--- src/rtl/alu_pkg.sv ---
// ============================================================================
// Module : alu_pkg
// Brief  : Shared ALU opcodes, default width and arbiter slot-state type.
// Rev    : 1.0  initial release
// ============================================================================
`default_nettype none

package alu_pkg;

  localparam int ALU_W = 16;

  localparam logic [2:0] OP_AND = 3'b000;
  localparam logic [2:0] OP_OR  = 3'b001;
  localparam logic [2:0] OP_NOR = 3'b010;
  localparam logic [2:0] OP_ADD = 3'b011;
  localparam logic [2:0] OP_SUB = 3'b100;
  localparam logic [2:0] OP_SLT = 3'b101;

  typedef enum logic [1:0] {
    EMPTY = 2'd0,
    FULL0 = 2'd1,
    FULL1 = 2'd2
  } slot_state_t;

endpackage

`default_nettype wire

--- src/rtl/alu_core.sv ---
// ============================================================================
// Module : alu_core
// Brief  : Purely combinational unsigned ALU with zero and overflow/borrow.
// Rev    : 1.0  initial release
// ============================================================================
`default_nettype none

module alu_core
  import alu_pkg::*;
#(
  parameter int WIDTH = ALU_W,
  parameter int OPW   = 3
) (
  input  logic [WIDTH-1:0] a,
  input  logic [WIDTH-1:0] b,
  input  logic [OPW-1:0]   op,
  output logic [WIDTH-1:0] r,
  output logic             zero,
  output logic             ovfl
);

  logic [WIDTH:0] sum;

  always_comb begin
    sum  = {1'b0, a} + {1'b0, b};
    r    = '0;
    ovfl = 1'b0;
    case (op)
      OP_AND: r = a & b;
      OP_OR:  r = a | b;
      OP_NOR: r = ~(a | b);
      OP_ADD: begin
        r    = sum[WIDTH-1:0];
        ovfl = sum[WIDTH];
      end
      OP_SUB: begin
        r    = a - b;
        ovfl = (a < b);
      end
      OP_SLT: r = {{(WIDTH-1){1'b0}}, (a < b)};
      default: r = '0;  // reserved opcodes yield zero
    endcase
    zero = (r == '0);
  end

endmodule

`default_nettype wire

--- src/rtl/alu_arbiter.sv ---
// ============================================================================
// Module : alu_arbiter
// Brief  : Round-robin sharing of one ALU between two requesters with a
//          one-deep registered response slot. Optional grant counters are
//          built when ALU_ARB_CNT_EN is defined.
// Rev    : 1.0  initial release
// ============================================================================
`default_nettype none

module alu_arbiter
  import alu_pkg::*;
#(
  parameter int WIDTH = ALU_W,
  parameter int OPW   = 3
) (
  input  logic             clk,
  input  logic             rst_n,
  input  logic             req0_valid,
  input  logic [WIDTH-1:0] req0_a,
  input  logic [WIDTH-1:0] req0_b,
  input  logic [OPW-1:0]   req0_op,
  output logic             req0_ready,
  input  logic             req1_valid,
  input  logic [WIDTH-1:0] req1_a,
  input  logic [WIDTH-1:0] req1_b,
  input  logic [OPW-1:0]   req1_op,
  output logic             req1_ready,
  output logic             rsp0_valid,
  input  logic             rsp0_ready,
  output logic             rsp1_valid,
  input  logic             rsp1_ready,
  output logic [WIDTH-1:0] rsp_r,
  output logic             rsp_zero,
  output logic             rsp_ovfl
`ifdef ALU_ARB_CNT_EN
  ,
  output logic [15:0]      grant_cnt0,
  output logic [15:0]      grant_cnt1
`endif
);

  slot_state_t      state, state_nxt;
  logic             last_grant;
  logic             slot_free;
  logic             grant0, grant1;
  logic [WIDTH-1:0] alu_a, alu_b, alu_r;
  logic [OPW-1:0]   alu_op;
  logic             alu_zero, alu_ovfl;

  // Slot frees when empty or when the holder drains it this cycle; rst_n
  // gating keeps both readies low while reset is asserted.
  always_comb begin
    slot_free = rst_n && ((state == EMPTY) ||
                          ((state == FULL0) && rsp0_ready) ||
                          ((state == FULL1) && rsp1_ready));
    grant0    = slot_free && req0_valid && (!req1_valid || last_grant);
    grant1    = slot_free && req1_valid && (!req0_valid || !last_grant);
    state_nxt = state;
    if (grant0)         state_nxt = FULL0;
    else if (grant1)    state_nxt = FULL1;
    else if (slot_free) state_nxt = EMPTY;
  end

  assign alu_a  = grant1 ? req1_a  : req0_a;
  assign alu_b  = grant1 ? req1_b  : req0_b;
  assign alu_op = grant1 ? req1_op : req0_op;

  alu_core #(
    .WIDTH (WIDTH),
    .OPW   (OPW)
  ) u_alu_core (
    .a    (alu_a),
    .b    (alu_b),
    .op   (alu_op),
    .r    (alu_r),
    .zero (alu_zero),
    .ovfl (alu_ovfl)
  );

  always_ff @(posedge clk or negedge rst_n) begin
    if (!rst_n) begin
      state      <= EMPTY;
      last_grant <= 1'b1;
      rsp_r      <= '0;
      rsp_zero   <= 1'b0;
      rsp_ovfl   <= 1'b0;
    end else begin
      state <= state_nxt;
      if (grant0 || grant1) begin
        last_grant <= grant1;
        rsp_r      <= alu_r;
        rsp_zero   <= alu_zero;
        rsp_ovfl   <= alu_ovfl;
      end
    end
  end

  assign req0_ready = grant0;
  assign req1_ready = grant1;
  assign rsp0_valid = (state == FULL0);
  assign rsp1_valid = (state == FULL1);

`ifdef ALU_ARB_CNT_EN
  logic [15:0] cnt0, cnt1;

  always_ff @(posedge clk or negedge rst_n) begin
    if (!rst_n) begin
      cnt0 <= '0;
      cnt1 <= '0;
    end else begin
      if (grant0 && (cnt0 != 16'hFFFF)) cnt0 <= cnt0 + 16'd1;
      if (grant1 && (cnt1 != 16'hFFFF)) cnt1 <= cnt1 + 16'd1;
    end
  end

  assign grant_cnt0 = cnt0;
  assign grant_cnt1 = cnt1;
`endif

endmodule

`default_nettype wire

--- config.mk ---
export PLATFORM = sky130hd
export DESIGN_NAME = alu_arbiter
export DESIGN_NICKNAME = d
export VERILOG_FILES = /design/src/rtl/alu_pkg.sv /design/src/rtl/alu_core.sv /design/src/rtl/alu_arbiter.sv
export SDC_FILE = /design/constraint.sdc
export NUM_CORES = 1
export LEC_CHECK = 0
export CORE_ASPECT_RATIO = 1.5
export CORE_UTILIZATION = 45
export DETAILED_ROUTE_END_ITERATION = 10
export GPL_TIMING_DRIVEN = 0
export PLACE_DENSITY = 0.84
export SLEW_MARGIN = 20
export SYNTH_ARGS = -nofsm -noshare
export SYNTH_HDL_FRONTEND = slang
export SYNTH_SLANG_ARGS = --single-unit
--- constraint.sdc ---
create_clock -name clk -period 12.73 [get_ports clk]
set_input_delay 1.273 -clock clk [delete_from_list [all_inputs] [get_ports clk]]
set_output_delay 1.273 -clock clk [all_outputs]
set_load 0.01 [all_outputs]
### After elaboration in Yosys (flattened, before gate mapping)

Cells that the tools add are included.
W data, S select, Z words.

* logic and storage cells: 45
* bits of input ports: 76
* flip-flop bits (word level): 21
* output and inout bits: 22

* reduce and logical (&&, ||, !) cells: 19
* add/subtract/negate cells: 2
* bitwise gates (word level): 3
* eq/ne operators: 7
* multiplexer cells: 8
* order comparisons: 1

Operators with widths (number)
* $pmux W16 S6: 1
* $mux W16: 2
* $add A16 B16 Y17: 1
* $and A16 B16 Y16: 1
* $logic_not A16 Y1: 1
* $lt A16 B16 Y1: 1
* $not A16 Y16: 1
* $or A16 B16 Y16: 1
* $sub A16 B16 Y16: 1
* $logic_and A1 B1 Y1: 7
* $eq A3 B2 Y1 const B: 2
* $eq A3 B3 Y1 const B: 2
* $mux W2: 3
* $logic_or A1 B1 Y1: 5
* $eq A3 B1 Y1 const B: 1
* $logic_not A1 Y1: 3
* $logic_not A3 Y1: 1
* $mux W3: 1
* $reduce_bool A3 Y1: 1
* $eq A2 B1 Y1 const B: 1
* $eq A2 B2 Y1 const B: 1
* $logic_not A2 Y1: 1
* $pmux W1 S2: 1

### Longest topological paths before layout

Gate-level depths: netlist (run 1).

* word-level depth: 12
* mapped depth: 21
* mapped depth without buffers: 18

### By module

From an unflattened synthesis (run 1), not the netlist that was laid out.

* cell total of the unflattened synthesis: 489
* area total of the unflattened synthesis: 4149.0 µm²

By module, submodules not included
* alu_core: times used 1, area an instance 2733.9 µm², cells an instance 392, seq. area each 0.0 µm²
* alu_arbiter: times used 1, area an instance 1415.1 µm², cells an instance 97, seq. area each 526.8 µm²

### Least setup slack after synthesis (run 1)

Ideal clock, no wire load.

* path type: input -> register
* start point: input port rsp0_ready
* end point: register rsp_zero
* cell stages on the path: 19
* library setup time: 95 ps
* buffers on the path: 3
* slack: 7156 ps
* arrival: 5479 ps
* data required time: 12635 ps
* cells stage by stage: and3b_1 -> a21o_1 -> buf_6 -> nand2_8 -> clkbuf_1 -> buf_1 -> mux2i_1 -> inv_1 -> ha_1 -> fa_1 -> a211oi_1 -> nor2_1 -> o21ai_0 -> a221o_1 -> o221ai_1 -> a211oi_1 -> nand4_1 -> or4_1 -> o31ai_1

* cells in the longest elaborated chain, start to end: 11
* elaborated cells on any way between the ends: 26
* those cells by class: add/sub: 2; order compare: 1; eq/ne: 5; mux: 4; bitwise: 3; reduce/logical: 11

Ends and longest elaborated chain
* start: declaration: line alu_arbiter.sv:29 `input logic rsp0_ready,`
* $logic_and A1 B1 Y1 (*): line alu_arbiter.sv:54 `((state == FULL0) && rsp0_ready) ||`
* $logic_or A1 B1 Y1 (*): line alu_arbiter.sv:53 `slot_free = rst_n && ((state == EMPTY) ||`
* $logic_or A1 B1 Y1 (*): line alu_arbiter.sv:54
* $logic_and A1 B1 Y1 (*): line alu_arbiter.sv:53
* parallel branches: the longest is 7 deep, another holds $sub A16 B16 Y16
* end signal: assignment: line alu_arbiter.sv:92 `rsp_zero <= alu_zero;`
* end: declaration: line alu_arbiter.sv:33 `output logic rsp_zero,`

Mark *: on every way between the ends.
A chain may end at the register's enable or synchronous reset.

### Worst setup path after layout (run 1)

* start point: input port rst_n
* end point: register rsp_zero

* cells in the longest elaborated chain, start to end: 8
* elaborated cells on any way between the ends: 23
* those cells by class: add/sub: 2; order compare: 1; eq/ne: 5; mux: 4; bitwise: 3; reduce/logical: 8

Ends and longest elaborated chain
* start: declaration: line alu_arbiter.sv:17 `input logic rst_n,`
* $logic_and A1 B1 Y1 (*): line alu_arbiter.sv:53
* parallel branches: the longest is 7 deep, another holds $sub A16 B16 Y16

Marked as above.

==> results.md, run 1 <==
* Crit path cell chain: clkdlybuf4s50_1 > and3b_1 > a21o_1 > buf_6 > nand2_8 > clkbuf_1 > buf_1 > mux2i_1 > inv_1 > ha_1 > fa_1 > a211oi_1 > nor2_1 > o21ai_0 > a221o_1 > o221ai_1 > a211oi_1 > nand4_1 > or4_1 > o31ai_1
* Crit end category: register
* Final Cycle Share at 0.6070
* Average size of a mapped cell at 7.111 µm²
* CTS tree: built
* Pleak at 2.404 nW
* Slowest stage delay, CP at 930 ps
* Post-Layout Inst Area at 5141 µm²
* Post-Syn Instances at 562
* Area grow syn2layout at 28.65%
* Number of routed nets with antenna violations at 0
* Reg-to-reg slack, setup at 6740 ps
* Most numerous cell in the Yosys netlist: nand2_1
* GRT Residual Overflow at 0
* CTS H-tree lvls at 1
* Die footprint at 9269 µm²
* DRC violations left at 0
* Rows at 41
* Top-area cell type share of the netlist area at 0.1503
* Critical path startpoint category: input port
* Antenna diodes at 0
* WL/cell at 17.78 µm
* Register area at 526.8 µm²
* Router iterations before antenna repair at 5
* Hold Path Stages at 2
* Final worst slack at 5003 ps
* Setup violations, final at 0
* Tightest Pin Transition at 963.3 ps
* Maximum VDD drop at 0.1047 mV
* Filler cells at 823
* Max Clk Rate at 0.1294 GHz
* Hold buffers post-CTS at 0
* Vias per cell at 6.039
* Multi-input logic area at 3138 µm²
* Status: finished clean
* Setup repair bufs after CTS at 0
* IO Count at 98
* Req. time, crit path at 12890 ps
* Commonest cells post-synth: nand2_1 (97), ha_1 (48), inv_1 (47)
* Seq/Total Area, Yosys at 0.1318
* Via count at 4626
* PortBufs at 93
* Most used cell, CP: a211oi_1
* Slew HR at 0.3558
* Hold Path End: rsp_r[12]$_DFFE_PN0P_
* Data arrival, critical path at 7880 ps
* Largest area contributor in the netlist: ha_1
* Setup Crit Path Kind: in2reg
* WL final at 13620 µm
* Fin. Hold Viols at 0
* Initial antenna violation count at 0
* Setup_tns at 0 ps
* First-pass GRT wire length at 21910 µm
* DIE WIDTH at 78.95 µm
* Worst hold start: rsp_r[12]$_DFFE_PN0P_
* DP Area at 5061 µm²
* HP Class: reg2reg
* Final min period at 7727 ps
* Drt initial violations at 323
* Post-CTS sizing at 0
* Worst reg2reg startpoint: last_grant$_DFFE_PN1P_
* Post-synthesis cell type count at 74
* CP max stage cell: clkdlybuf4s50_1
* Initial Utilization at 0.4693
* Post-synth ARST share at 1.000
* Flops & latches, synth at 21
* RR Endpoint: rsp_zero$_DFFE_PN0P_
* Max_cap viols at 0
* Fin nets at 786
* Clock Tree Buf Depth at 2
* Global Route Usage Sum at 0.2987
* CP max FO at 23
* Pre-CTS setup slack at 4856 ps
* Core Box Area at 8516 µm²
* Share of post-route cells with drive strength above 1 at 0.04249
* Routability cong. at 0.9726
* Synth warn at 0
* WP buf/inv at 5
* Cts bufs inserted at 3
* PD cells at 151.5 nW/µm²
* Final HPWL DP at 11140 µm
* Vias in the first global route at 4525
* Largest net degree at the start of global routing at 24
* Synth Cell Area at 3996 µm²
* Clock root buffer: clkbuf_16
* Clock slew at reported path FFs at 60 ps
* Fin. max-slew vios at 0
* Worst path top cell family by delay: buffers and inverters
* Area contributors post-synth: ha_1 (15%), dfrtp_1 (13%), nand2_1 (9.1%), mux2i_1 (5.0%), a21oi_1 (4.9%)
* Syn_nets at 688
* Reg2Reg Depth at 19
* RSZ-0062 raised after global routing: no
* Die Y at 117.4 µm
* Clock latency on the worst-skew pair at 260 ps
* Clk sinks at 21
* Ys flop type: dfrtp_1
* Setup Skew at 3.758 ps
* Number of flops mapped to enable cells by yosys at 0
[metal layers]
layer  part of all wire  up-vias  GRT usage
li1                   -     2191          -
met1               0.39     2172     0.3509
met2               0.50      218     0.5364
met3              0.058       45    0.02412
met4              0.048        0     0.1364
met5                  0        -          0
[how the worst max path moves through the flow]
| stage | startpoint | to | slack (ps) | cells past startpoint |
|---|---|---|---|---|
| 5_1_grt | rst_n | rsp_zero$_DFFE_PN0P_ | 4660 | 20 |
| 4_1_cts | rst_n | rsp_zero$_DFFE_PN0P_ | 5100 | 20 |
| 6_report | rst_n | rsp_zero$_DFFE_PN0P_ | 5000 | 20 |
| 2_1_floorplan | rsp0_ready | rsp_zero$_DFFE_PN0P_ | 7160 | 19 |
| 3_5_place_dp | rst_n | rsp_zero$_DFFE_PN0P_ | 4860 | 20 |
| 3_3_place_gp | rst_n | rsp_zero$_DFFE_PN0P_ | 4910 | 20 |
[kinds of logic (layout without fill, tap and decap cells)]
kind of cell	Yosys count	after routing	synth area share
mux	31	31	0.08954
flops	21	21	0.1318
fa+ha+maj	50	50	0.1603
buf+inv	84	181	0.08297
simple gates	212	212	0.2473
xor+xnor	6	6	0.01315
compound gates	158	158	0.2749
[area by class of cell]
| type | count | share of cell area |
|---|---|---|
| buffer | 35 | 0.02823 |
| clock inverter | 1 | 0.0009735 |
| inverter | 49 | 0.03626 |
| multi-input combinational | 457 | 0.6104 |
| tap | 107 | 0.02604 |
| sequential | 21 | 0.1025 |
| clock buffer | 3 | 0.01460 |
| timing repair buffer | 93 | 0.1811 |
[registers in the layout, summed over array words and instances, names as in the netlist]
name and flops:
last_grant 1, rsp_r 16, state 2, rsp_zero 1, rsp_ovfl 1
[placed cells by master, fill, tap and decap left out, types with 5 or more instances in the layout]
master / synthesis / layout
inv_1: 47 / 47
nor4_1: 5 / 5
nand3_1: 6 / 6
a221o_1: 5 / 5
a21o_1: 15 / 15
nor2b_1: 6 / 6
a221oi_1: 7 / 7
a21oi_1: 39 / 39
dfrtp_1: 20 / 20
nor3_1: 11 / 11
clkbuf_1: 28 / 28
nand2b_1: 9 / 9
xnor2_1: 5 / 5
o21ai_0: 19 / 19
a211oi_1: 11 / 11
nor2_1: 45 / 45
clkdlybuf4s50_1: 0 / 93
buf_2: 5 / 5
mux2_2: 7 / 7
mux2i_1: 20 / 20
and2_1: 7 / 7
nand2_1: 97 / 97
ha_1: 48 / 48
o22ai_1: 7 / 7
[report_power, final]
part	total, W	internal [W]	switching, W
sequential	0.000119	0.0000999	0.0000193
clock	0.0000663	0.0000422	0.0000241
combinational	0.000594	0.000255	0.000339
total	0.000779	0.000397	0.000382
[worst min-delay path: stages, from the launching register on]
cell and delay [ps]:
dfrtp_1 350, nor2_1 50, nor2_1 70
[per-stage QoR]
| step | power, W | hold slack [ps] | cells | utilization |
|---|---|---|---|---|
| 2_1_floorplan | 0.0005004 | 487.7 | 562 | - |
| 4_1_cts | 0.0007726 | 508.2 | 766 | 0.6037 |
| 5_1_grt | 0.0008418 | 535.5 | 766 | 0.6037 |
| 3_5_place_dp | 0.0007029 | 495.1 | 762 | 0.5943 |
| 3_3_place_gp | 0.0006929 | 490.3 | 762 | 0.5943 |
| 6_report | 0.0007791 | 501.9 | 766 | 0.6037 |
(Power assumes the default switching activity.)
==> run 2: changes to the inputs <==
==> constraint.sdc (replaced) <==
create_clock -name clk -period 7.6 [get_ports clk]
set_input_delay 0.76 -clock clk [delete_from_list [all_inputs] [get_ports clk]]
set_output_delay 0.76 -clock clk [all_outputs]
set_load 0.01 [all_outputs]
==> results of run 2 <==
The final DEF is identical to that of run 1. Status: finished clean.
Main changes from that run: setup slack after placement 4856 ps -> 238.5 ps; setup slack after layout 5003 ps -> 386.2 ps; register-to-register setup slack 6740 ps -> 1610 ps; total power 0.0007791 W -> 0.001305 W; worst IR drop on VDD 0.1047 mV -> 0.1753 mV
==> run 3: changes to the inputs <==
--- a/config.mk
+++ b/config.mk
@@ -9,7 +9,7 @@
 export CORE_UTILIZATION = 45
 export DETAILED_ROUTE_END_ITERATION = 10
 export GPL_TIMING_DRIVEN = 0
-export PLACE_DENSITY = 0.84
+export PLACE_DENSITY = 0.77
 export SLEW_MARGIN = 20
 export SYNTH_ARGS = -nofsm -noshare
 export SYNTH_HDL_FRONTEND = slang
==> results.md, run 3 (synthesized netlist as in run 1, its figures left out) <==
* Status: finished clean
* Worst reg2reg startpoint: last_grant$_DFFE_PN1P_
* Crit end category: register
* Initial Utilization at 0.4693 (unchanged)
* Clock slew at reported path FFs at 50 ps (about the same)
* Slew HR at 0.3488 (-0.006923)
* GRT Residual Overflow at 0 (unchanged)
* Post-CTS sizing at 0 (unchanged)
* First-pass GRT wire length at 22250 µm (+1.6%)
* Hold Path Stages at 1 (-1)
* Vias per cell at 5.977 (-1.0%)
* Setup repair bufs after CTS at 0 (unchanged)
* Cts bufs inserted at 3 (unchanged)
* CTS H-tree lvls at 1 (unchanged)
* Clock root buffer: clkbuf_16
* IO Count at 98 (unchanged)
* Vias in the first global route at 4456 (-1.5%)
* RSZ-0062 raised after global routing: no
* Clock Tree Buf Depth at 2 (unchanged)
* Hold buffers post-CTS at 0 (unchanged)
* Setup violations, final at 0 (unchanged)
* RR Endpoint: rsp_zero$_DFFE_PN0P_
* Antenna diodes at 0 (unchanged)
* Max reg flops at 16 (unchanged)
* DRC violations left at 0 (unchanged)
* Initial antenna violation count at 0 (unchanged)
* Die Y at 117.4 µm (unchanged)
* Clock latency on the worst-skew pair at 260 ps (about the same)
* Top reg by flops: rsp_r
* Pre-CTS setup slack at 259.3 ps
* Core Box Area at 8516 µm² (unchanged)
* Hold Path End: rsp_r[15]$_DFFE_PN0P_
* Largest registers: rsp_r: 16 flops, state: 2 flops
* Fin. max-slew vios at 0 (unchanged)
* Largest net degree at the start of global routing at 24 (unchanged)
* Reg-to-reg slack, setup at 1590 ps
* Critical path startpoint category: input port
* Data arrival, critical path at 7400 ps
* Setup Skew at 0.7687 ps (-2.989 ps)
* Cells after DPL at 762 (unchanged)
* Global Route Usage Sum at 0.3072 (+0.008461)
* Setup_tns at 0 ps (unchanged)
* Share of post-route cells with drive strength above 1 at 0.04097 (-0.001517)
* CP max FO at 23 (unchanged)
* Maximum VDD drop at 0.1898 mV
* Area grow syn2layout at 28.62% (about the same)
* WL final at 14060 µm (+3.2%)
* Routability cong. at 0.9437 (-3.0%)
* Router iterations before antenna repair at 5 (unchanged)
* Req. time, crit path at 7770 ps
* Pleak at 2.401 nW (-0.11%)
* Rows at 41 (unchanged)
* Final HPWL DP at 11460 µm (+2.9%)
* Setup Crit Path Kind: in2reg
* Drt initial violations at 376 (+16%)
* Clk sinks at 21 (unchanged)
* Tightest Pin Transition at 973.7 ps (+10.35 ps)
* Max Clk Rate at 0.1381 GHz
* DIE WIDTH at 78.95 µm (unchanged)
* Via count at 4578 (-1.0%)
* Reg2Reg Depth at 18 (-1)
* Most common cell after layout, fill and taps aside: nand2_1
* Final min period at 7239 ps
* Most frequent cells in the layout: nand2_1 (97), clkdlybuf4s50_1 (93), ha_1 (48)
* Worst hold start: rsp_r[15]$_DFFE_PN0P_
* CTS tree: built
* Fin. Hold Viols at 0 (unchanged)
* Finished Layout Cells at 766 (unchanged)
* Max_cap viols at 0 (unchanged)
* Final Cycle Share at 0.9525
* PortBufs at 93 (unchanged)
* HP Class: reg2reg
* Fin nets at 786 (unchanged)
* Die footprint at 9269 µm² (unchanged)
* Final worst slack at 361.0 ps
* Number of routed nets with antenna violations at 0 (unchanged)
* WL/cell at 18.36 µm (+3.2%)
* PD cells at 255.4 nW/µm²
[run 3: changes by cell type in the layout (fill, tap and decap cells not counted), sizes merged]
| cell | previous run | this run |
|---|---|---|
| clkbuf | 31 | 32 |
| clkinv | 1 | 0 |
[run 3: power by group]
group / total, W / internal (W) / switching [W]
registers: 0.000199 / 0.000167 / 0.0000312
clock network: 0.000112 / 0.0000715 / 0.0000401
logic: 0.00100 / 0.000427 / 0.000575
[run 3: per-stage QoR]
| step | util | total power [W] | hold slack, ps | area (µm²) |
|---|---|---|---|---|
| after detailed placement | 0.5943 | 0.001181 | 496.3 | 5061 |
| final | 0.6036 | 0.001313 | 501.5 | 5140 |
| after floorplan | - | 0.0008382 | 464.4 | 3996 |
| after global routing | 0.6036 | 0.001417 | 537.8 | 5140 |
| after global placement | 0.5943 | 0.001162 | 485.2 | 5061 |
| after CTS | 0.6036 | 0.001301 | 508.2 | 5140 |
[run 3: per-layer routing]
layer,global-route usage,vias to the layer above,wire length [µm]
li1,-,2192,-
met1,0.3562,2149,5479
met2,0.5462,202,7230
met3,0.04125,35,837
met4,0.1386,0,514
met5,0,-,0
[run 3: how the worst max path moves through the flow]
stage | from | endpoint
2_1_floorplan | rsp0_ready | rsp_zero$_DFFE_PN0P_
3_3_place_gp | rst_n | rsp_zero$_DFFE_PN0P_
3_5_place_dp | rst_n | rsp_zero$_DFFE_PN0P_
4_1_cts | rst_n | rsp_zero$_DFFE_PN0P_
5_1_grt | rst_n | rsp_zero$_DFFE_PN0P_
6_report | rst_n | rsp_zero$_DFFE_PN0P_
[run 3: area by class of cell]
class | count | area, µm²
inverters | 49 | 186.4
multi-input cells | 457 | 3138
clock buffers | 4 | 78.83
plain buffers | 35 | 145.1
fillers | 814 | 3376
repair buffers | 93 | 930.9
well taps | 107 | 133.9
flip-flops and latches | 21 | 526.8
[run 3: worst max-delay path, stage by stage]
cell	delay [ps]
clkdlybuf4s50_1	940
and3b_1	450
a21o_1	170
buf_6	140
nand2_8	80
clkbuf_1	550
buf_1	670
mux2i_1	310
ha_1	260
clkbuf_1	190
nand2b_1	200
a2111oi_0	700
o21ai_0	290
a21oi_1	480
nand2_1	120
a21oi_1	220
o211ai_1	120
or4_1	490
o31ai_1	250
